==> src/rtl/shift_reg_pkg.sv <==
// Shared constants and helpers for the shift_reg_n serial-to-parallel register.
package shift_reg_pkg;

   localparam bit SHIFT_DIR_RIGHT = 1'b1;
   localparam bit SHIFT_DIR_LEFT  = 1'b0;

   function automatic int cnt_width(input int n);
      return $clog2(n + 1);
   endfunction

endpackage

==> src/rtl/shift_reg_cnt.sv <==
// Saturating count of bits shifted in since reset, with a registered full flag.
module shift_reg_cnt
   import shift_reg_pkg::*;
#(
   parameter int n = 5
) (
   input  logic                    clk,
   input  logic                    rstn,
   input  logic                    inc,
   output logic [cnt_width(n)-1:0] bit_cnt,
   output logic                    full
);

   localparam int            CW      = cnt_width(n);
   localparam logic [CW-1:0] CNT_MAX = CW'(n);

   logic [CW-1:0] cnt_nxt;

   always_comb begin
      cnt_nxt = bit_cnt;
      if (inc && (bit_cnt != CNT_MAX)) begin
         cnt_nxt = bit_cnt + CW'(1);
      end
   end

   // full tracks the next count so it rises on the same edge bit_cnt reaches n
   always_ff @(posedge clk) begin
      if (rstn) begin
         bit_cnt <= '0;
         full    <= 1'b0;
      end else begin
         bit_cnt <= cnt_nxt;
         full    <= (cnt_nxt == CNT_MAX);
      end
   end

endmodule

==> src/rtl/shift_reg_n.sv <==
// n-bit serial-in/parallel-out shift register with bit count and full flag.
// Optional registered parity output enabled by SHIFT_REG_N_PARITY_EN.
module shift_reg_n
   import shift_reg_pkg::*;
#(
   parameter int n           = 5,
   parameter bit SHIFT_RIGHT = SHIFT_DIR_RIGHT
) (
   input  logic                    clk,
   input  logic                    rstn,
   input  logic                    data_in,
   input  logic                    shift_en,
   output logic [n-1:0]            data_out,
   output logic [cnt_width(n)-1:0] bit_cnt,
`ifdef SHIFT_REG_N_PARITY_EN
   output logic                    parity,
`endif
   output logic                    full
);

   logic [n-1:0] data_nxt;

   always_comb begin
      data_nxt = data_out;
      if (shift_en) begin
         if (SHIFT_RIGHT == SHIFT_DIR_LEFT) begin
            data_nxt = {data_out[n-2:0], data_in};
         end else begin
            data_nxt = {data_in, data_out[n-1:1]};
         end
      end
   end

   always_ff @(posedge clk) begin
      if (rstn) begin
         data_out <= '0;
      end else begin
         data_out <= data_nxt;
      end
   end

`ifdef SHIFT_REG_N_PARITY_EN
   // Parity of the next word so it changes on the same edge as data_out
   always_ff @(posedge clk) begin
      if (rstn) begin
         parity <= 1'b0;
      end else begin
         parity <= ^data_nxt;
      end
   end
`endif

   shift_reg_cnt #(
      .n (n)
   ) u_cnt (
      .clk     (clk),
      .rstn    (rstn),
      .inc     (shift_en),
      .bit_cnt (bit_cnt),
      .full    (full)
   );

endmodule

==> config.mk <==
export PLATFORM = sky130hd
export DESIGN_NAME = shift_reg_n
export DESIGN_NICKNAME = d
export VERILOG_FILES = /design/src/rtl/shift_reg_pkg.sv /design/src/rtl/shift_reg_cnt.sv /design/src/rtl/shift_reg_n.sv
export SDC_FILE = /design/constraint.sdc
export NUM_CORES = 1
export LEC_CHECK = 0
export BUFFER_PORTS_ARGS = -buffer_cell sky130_fd_sc_hd__buf_2
export CAP_MARGIN = 5
export CORE_AREA = 2 2 39 41
export DETAILED_ROUTE_END_ITERATION = 7
export DIE_AREA = 0 0 41 43
export GPL_TIMING_DRIVEN = 0
export PLACE_DENSITY_LB_ADDON = 0.05
export SETUP_SLACK_MARGIN = 0.4
export SYNTH_ARGS = -nofsm -noshare
export SYNTH_HDL_FRONTEND = slang
export SYNTH_SLANG_ARGS = --single-unit
==> constraint.sdc <==
create_clock -name clk -period 3 [get_ports clk]
set_input_delay 0.6 -clock clk [delete_from_list [all_inputs] [get_ports clk]]
set_output_delay 0.6 -clock clk [all_outputs]
set_load 0.02 [all_outputs]
Word-level counts from Yosys, hierarchy flattened
Index checks and enable logic that the tools add are counted.
{"block": "totals", "output_inout_bits": 9, "elab_cells": 8, "in_bits": 4, "regBits": 9}
{"block": "op_classes", "addsub": 1, "mux": 1, "reduce_logical": 1, "eq_ne": 2}
{"operator": "adder 3 x 1 -> 3 bit, second input constant", "n": 1}
{"operator": "== test 3 bit, second input constant", "n": 1}
{"operator": "2-to-1 mux 3 bit", "n": 1}
{"operator": "!= test 3 bit, second input constant", "n": 1}
{"operator": "logical AND 1 bit", "n": 1}

Depth between registers and ports, before layout
{"block": "depth", "ltp_word": 4, "mapped_depth": 5, "mapped_depth_nobuf": 5}

By module
Synthesis repeated with hierarchy kept, for this count alone.
{"block": "hier_totals", "hier_cells": 34, "area_unflattened_um2": 380.4}
{"module": "shift_reg_cnt", "seq_area_each_um2": 80.1, "cells_per_inst": 18, "n_inst": 1, "area_each_um2": 200.2}
{"module": "shift_reg_n", "seq_area_each_um2": 100.1, "cells_per_inst": 16, "n_inst": 1, "area_each_um2": 180.2}

Worst setup path after synthesis
OpenSTA, ideal clock, no wires.
{"block": "synth_timing", "path_type": "reg-to-reg", "startpoint": "register u_cnt.bit_cnt[1]", "endpoint": "register u_cnt.full", "required_ns": 2.921, "setup_slack_ns": 1.659, "synth_period_minus_slack_ns": 1.341, "arrival_time_ns": 1.262, "setup_ns": 0.079, "path_buffers": 0, "stages_incl_launch_ff": 6, "cell_sequence": "dfxtp_1 -> inv_1 -> ha_1 -> nor3b_2 -> o211ai_1 -> a211oi_2"}
{"block": "synth_between", "elab_chain_cells": 4, "word_cells_on_any_way": 5, "cone_classes": "add/sub (1); eq/ne (2); mux (1); reduce/logical (1)"}
{"item": "start, declared", "line_no": "shift_reg_cnt.sv:10", "source": "output logic [cnt_width(n)-1:0] bit_cnt,"}
{"item": "start signal, assigned", "line_no": "shift_reg_cnt.sv:32", "source": "bit_cnt <= cnt_nxt;"}
{"item": "parallel branches: the longest is 2 deep, another holds adder 3 x 1 -> 3 bit"}
{"item": "2-to-1 mux 3 bit *", "line_no": "shift_reg_cnt.sv:21", "source": "if (inc && (bit_cnt != CNT_MAX)) begin"}
{"item": "== test 3 bit *", "line_no": "shift_reg_cnt.sv:33", "source": "full <= (cnt_nxt == CNT_MAX);"}
{"item": "end signal, assigned", "line_no": "shift_reg_cnt.sv:33"}
{"item": "end, declared", "line_no": "shift_reg_cnt.sv:11", "source": "output logic full"}
Mark *: on every way between the ends.
A chain may end at the register's enable or synchronous reset.

Worst setup path after layout
{"block": "layout_timing", "startpoint": "register u_cnt.bit_cnt[2]", "endpoint": "output bit_cnt[2]"}
{"item": "end, declared", "line_no": "shift_reg_n.sv:14", "source": "output logic [cnt_width(n)-1:0] bit_cnt,"}
No word-level cell between the ends.

==> summary.md <==
| Metric | Value |
|---|---|
| Post-synth EDFFs | 0 |
| CP required | 2.40 ns |
| Ys async rst share | 0% |
| Cell family with most CP delay | flip-flops |
| Vias per cell | 4.544 |
| Comb power frac | 14.8% |
| Worst skew pair latency | 0.25 ns |
| Core area | 1384 sq um |
| Routability Congestion | 0.5433 |
| Post-cts gate resize count | 0 |
| Worst path arrival time | 0.92 ns |
| Power per cell area | 509.3 nW/um^2 |
| Mean area per synthesized cell | 10.80 sq um |
| Post-CTS Setup Bufs | 0 |
| # setup viols final | 0 |
| Area grow syn2layout | 23.48% |
| Top post-synthesis cells by count | dfxtp_1, nor2_1, mux2i_1 |
| Net switching power | 0.00006623 W |
| Max Root-Sink Buffers | 2 |
| Worst hold-check path type | flop to flop |
| RSZ-0062 raised after global routing | no |
| Top-count cell post-synth | dfxtp_1 |
| Post-Route Skew | 0.001889 ns |
| Status | finished clean |
| Max_slew headroom | 83.81% |
| Synth warn | 0 |
| Leakage power | 0.2460 nW |
| CP max-delay cell | dfxtp_1 |
| Die span in y | 43 um |
| Largest net degree at the start of global routing | 11 |
| Share of the synthesized area in the top cell type | 43.90% |
| DP Area | 480.5 sq um |
| Mapped Area | 410.4 sq um |
| Max Freq | 657.7 MHz |
| Synth top area cells | dfxtp_1, mux2i_1, nor2_1, ha_1, a21boi_4 |
| Crit Path Class | flop to primary output |
| First-pass GRT wire length | 1317 um |
| Grt ovf | 0 |
| Int Power | 0.0001918 W |
| Sequential cell area fraction in the yosys report | 43.90% |
| Clock transition at path regs | 0.06 ns |
| Setup TNS Final | 0 ns |
| Crit-path max cell delay | 0.45 ns |
| Total GRT Usage | 11.30% |
| I/O Pins | 13 |
| Final Cell Area | 506.7 sq um |
| CTS tree | built |
| Total number of vias | 309 |
| Max-Cap Viols | 0 |
| Detailed Route Iter0 Violations | 1 |
| Main synth FF type | dfxtp_1 |
| Area of the die | 1763 sq um |
| Wire per inst | 10.71 um |
| Routed Antenna Nets | 0 |
| Synth area leader | dfxtp_1 |
| Post-cts hold buffer count | 0 |
| Final count of pins violating max slew | 0 |
| Synthesized instance count | 38 |
| Antenna violations before repair | 0 |
| VDD IR max | 0.2711 mV |
| Syn Nets | 44 |
| Placed cells | 64 |
| Clock net sink count | 9 |
| Number of global-route vias before repair | 300 |
| Layout cells sized above 1 | 36.54% |
| Non-filler instance count after layout | 68 |
| Fin nets | 59 |
| Die Wd | 41 um |
| Fin crit share | 50.68% |
| FF+latch count, synth | 9 |
| Minimum clock period | 1.520 ns |
| Unique masters post-synth | 17 |
| DRT Wirelength | 728 um |
| Root Buffer Master | clkbuf_4 |
| Sw Share | 25.67% |
| Post-layout util | 36.62% |
| CP Launch Type | flop |
| Seq pwr share | 50.3% |
| Fill cells | 153 |
| H-tree levels | 1 |
| Least-Margin Pin Slew | 0.2411 ns |
| DRC viols | 0 |
| Post-DP HPWL | 575.8 um |
| First drt pass iteration count | 2 |
| Final number of hold-violating endpoints | 0 |
| CTS Buf Count | 3 |
| Clock network fraction of total power | 34.9% |
| # port buffers | 10 |
| Critical-path maximum fanout | 7 |
| Critical path, cell by cell | buf_2 |
| Diodes inserted | 0 |
| Row cnt | 14 |
| CP bufs+invs | 1 |
| Initial Util | 29.66% |
| Setup crit end kind | primary output |
-- cells by family after synthesis --
kind of cell | share of synthesized area [%]
AOI/OAI and AO/OA | 14.33
xor gates and xnor gates | 2.135
adders and majority gates | 6.097
buffers and inverters | 6.404
DFF | 43.90
muxes | 12.20
and+or+nand+nor | 14.94
-- final cells by class --
| class | count | area, sq um | share of cell area (%) |
|---|---|---|---|
| Timing Repair Buffer | 10 | 50.05 | 9.877 |
| Inverter | 2 | 7.507 | 1.481 |
| Sequential cell | 9 | 180.2 | 35.56 |
| Tap cell | 16 | 20.02 | 3.951 |
| Multi-Input combinational cell | 25 | 203.9 | 40.25 |
| Clock buffer | 4 | 26.28 | 5.185 |
| Buffer | 2 | 18.77 | 3.704 |
-- power by group through the flow --
| stage | logic, W | clock network [W] | registers, W |
|---|---|---|---|
| CTS | 0.0000390 | 0.0000955 | 0.000130 |
| finish | 0.0000383 | 0.0000901 | 0.000130 |
| global placement | 0.0000374 | 0 | 0.000132 |
| detailed placement | 0.0000389 | 0 | 0.000132 |
| global route | 0.0000437 | 0.000101 | 0.000130 |
| floorplan | 0.0000232 | 0 | 0.000138 |
-- cells in the final DEF, fill, tap and decap left out, types with 2 or more instances in the layout --
master / Yosys / layout
ha_1: 2 / 2
nor2_1: 7 / 7
inv_1: 2 / 2
clkbuf_4: 0 / 3
dfxtp_1: 9 / 9
buf_2: 0 / 10
o211ai_1: 2 / 2
mux2i_1: 5 / 5
-- metal layers --
layer,up-vias,track usage [%],part of all wire [%]
met5,-,0,0
met4,0,6.000,0
met3,0,4.712,8.1
met2,9,15.63,51
met1,142,14.38,41
li1,158,-,-
-- path summary, 6_finish.rpt --
check / startpoint / end / slack (ns) / cells after the start
worst max-delay path: u_cnt.bit_cnt[2] / bit_cnt[2] / 1.48 / 1
worst min-delay path: data_out[0] / data_out[0] / 0.50 / 2
worst max register to register: u_cnt.bit_cnt[1] / u_cnt.full / 1.69 / 5
worst min register to register: data_out[0] / data_out[0] / 0.50 / 2
-- state kept, by name (all words and copies together) (netlist names) --
register / cells
data_out: 5
u_cnt.bit_cnt: 3
u_cnt.full: 1
-- metrics by stage --
stage	setup slack [ns]	total power, W	hold slack (ns)
finish	1.480	0.0002581	0.4968
global route	1.422	0.0002751	0.5528
CTS	1.461	0.0002643	0.5034
detailed placement	1.690	0.0001713	0.4886
global placement	1.716	0.0001691	0.4690
floorplan	1.659	0.0001608	0.5825
Power figures use the tool's default switching activity.
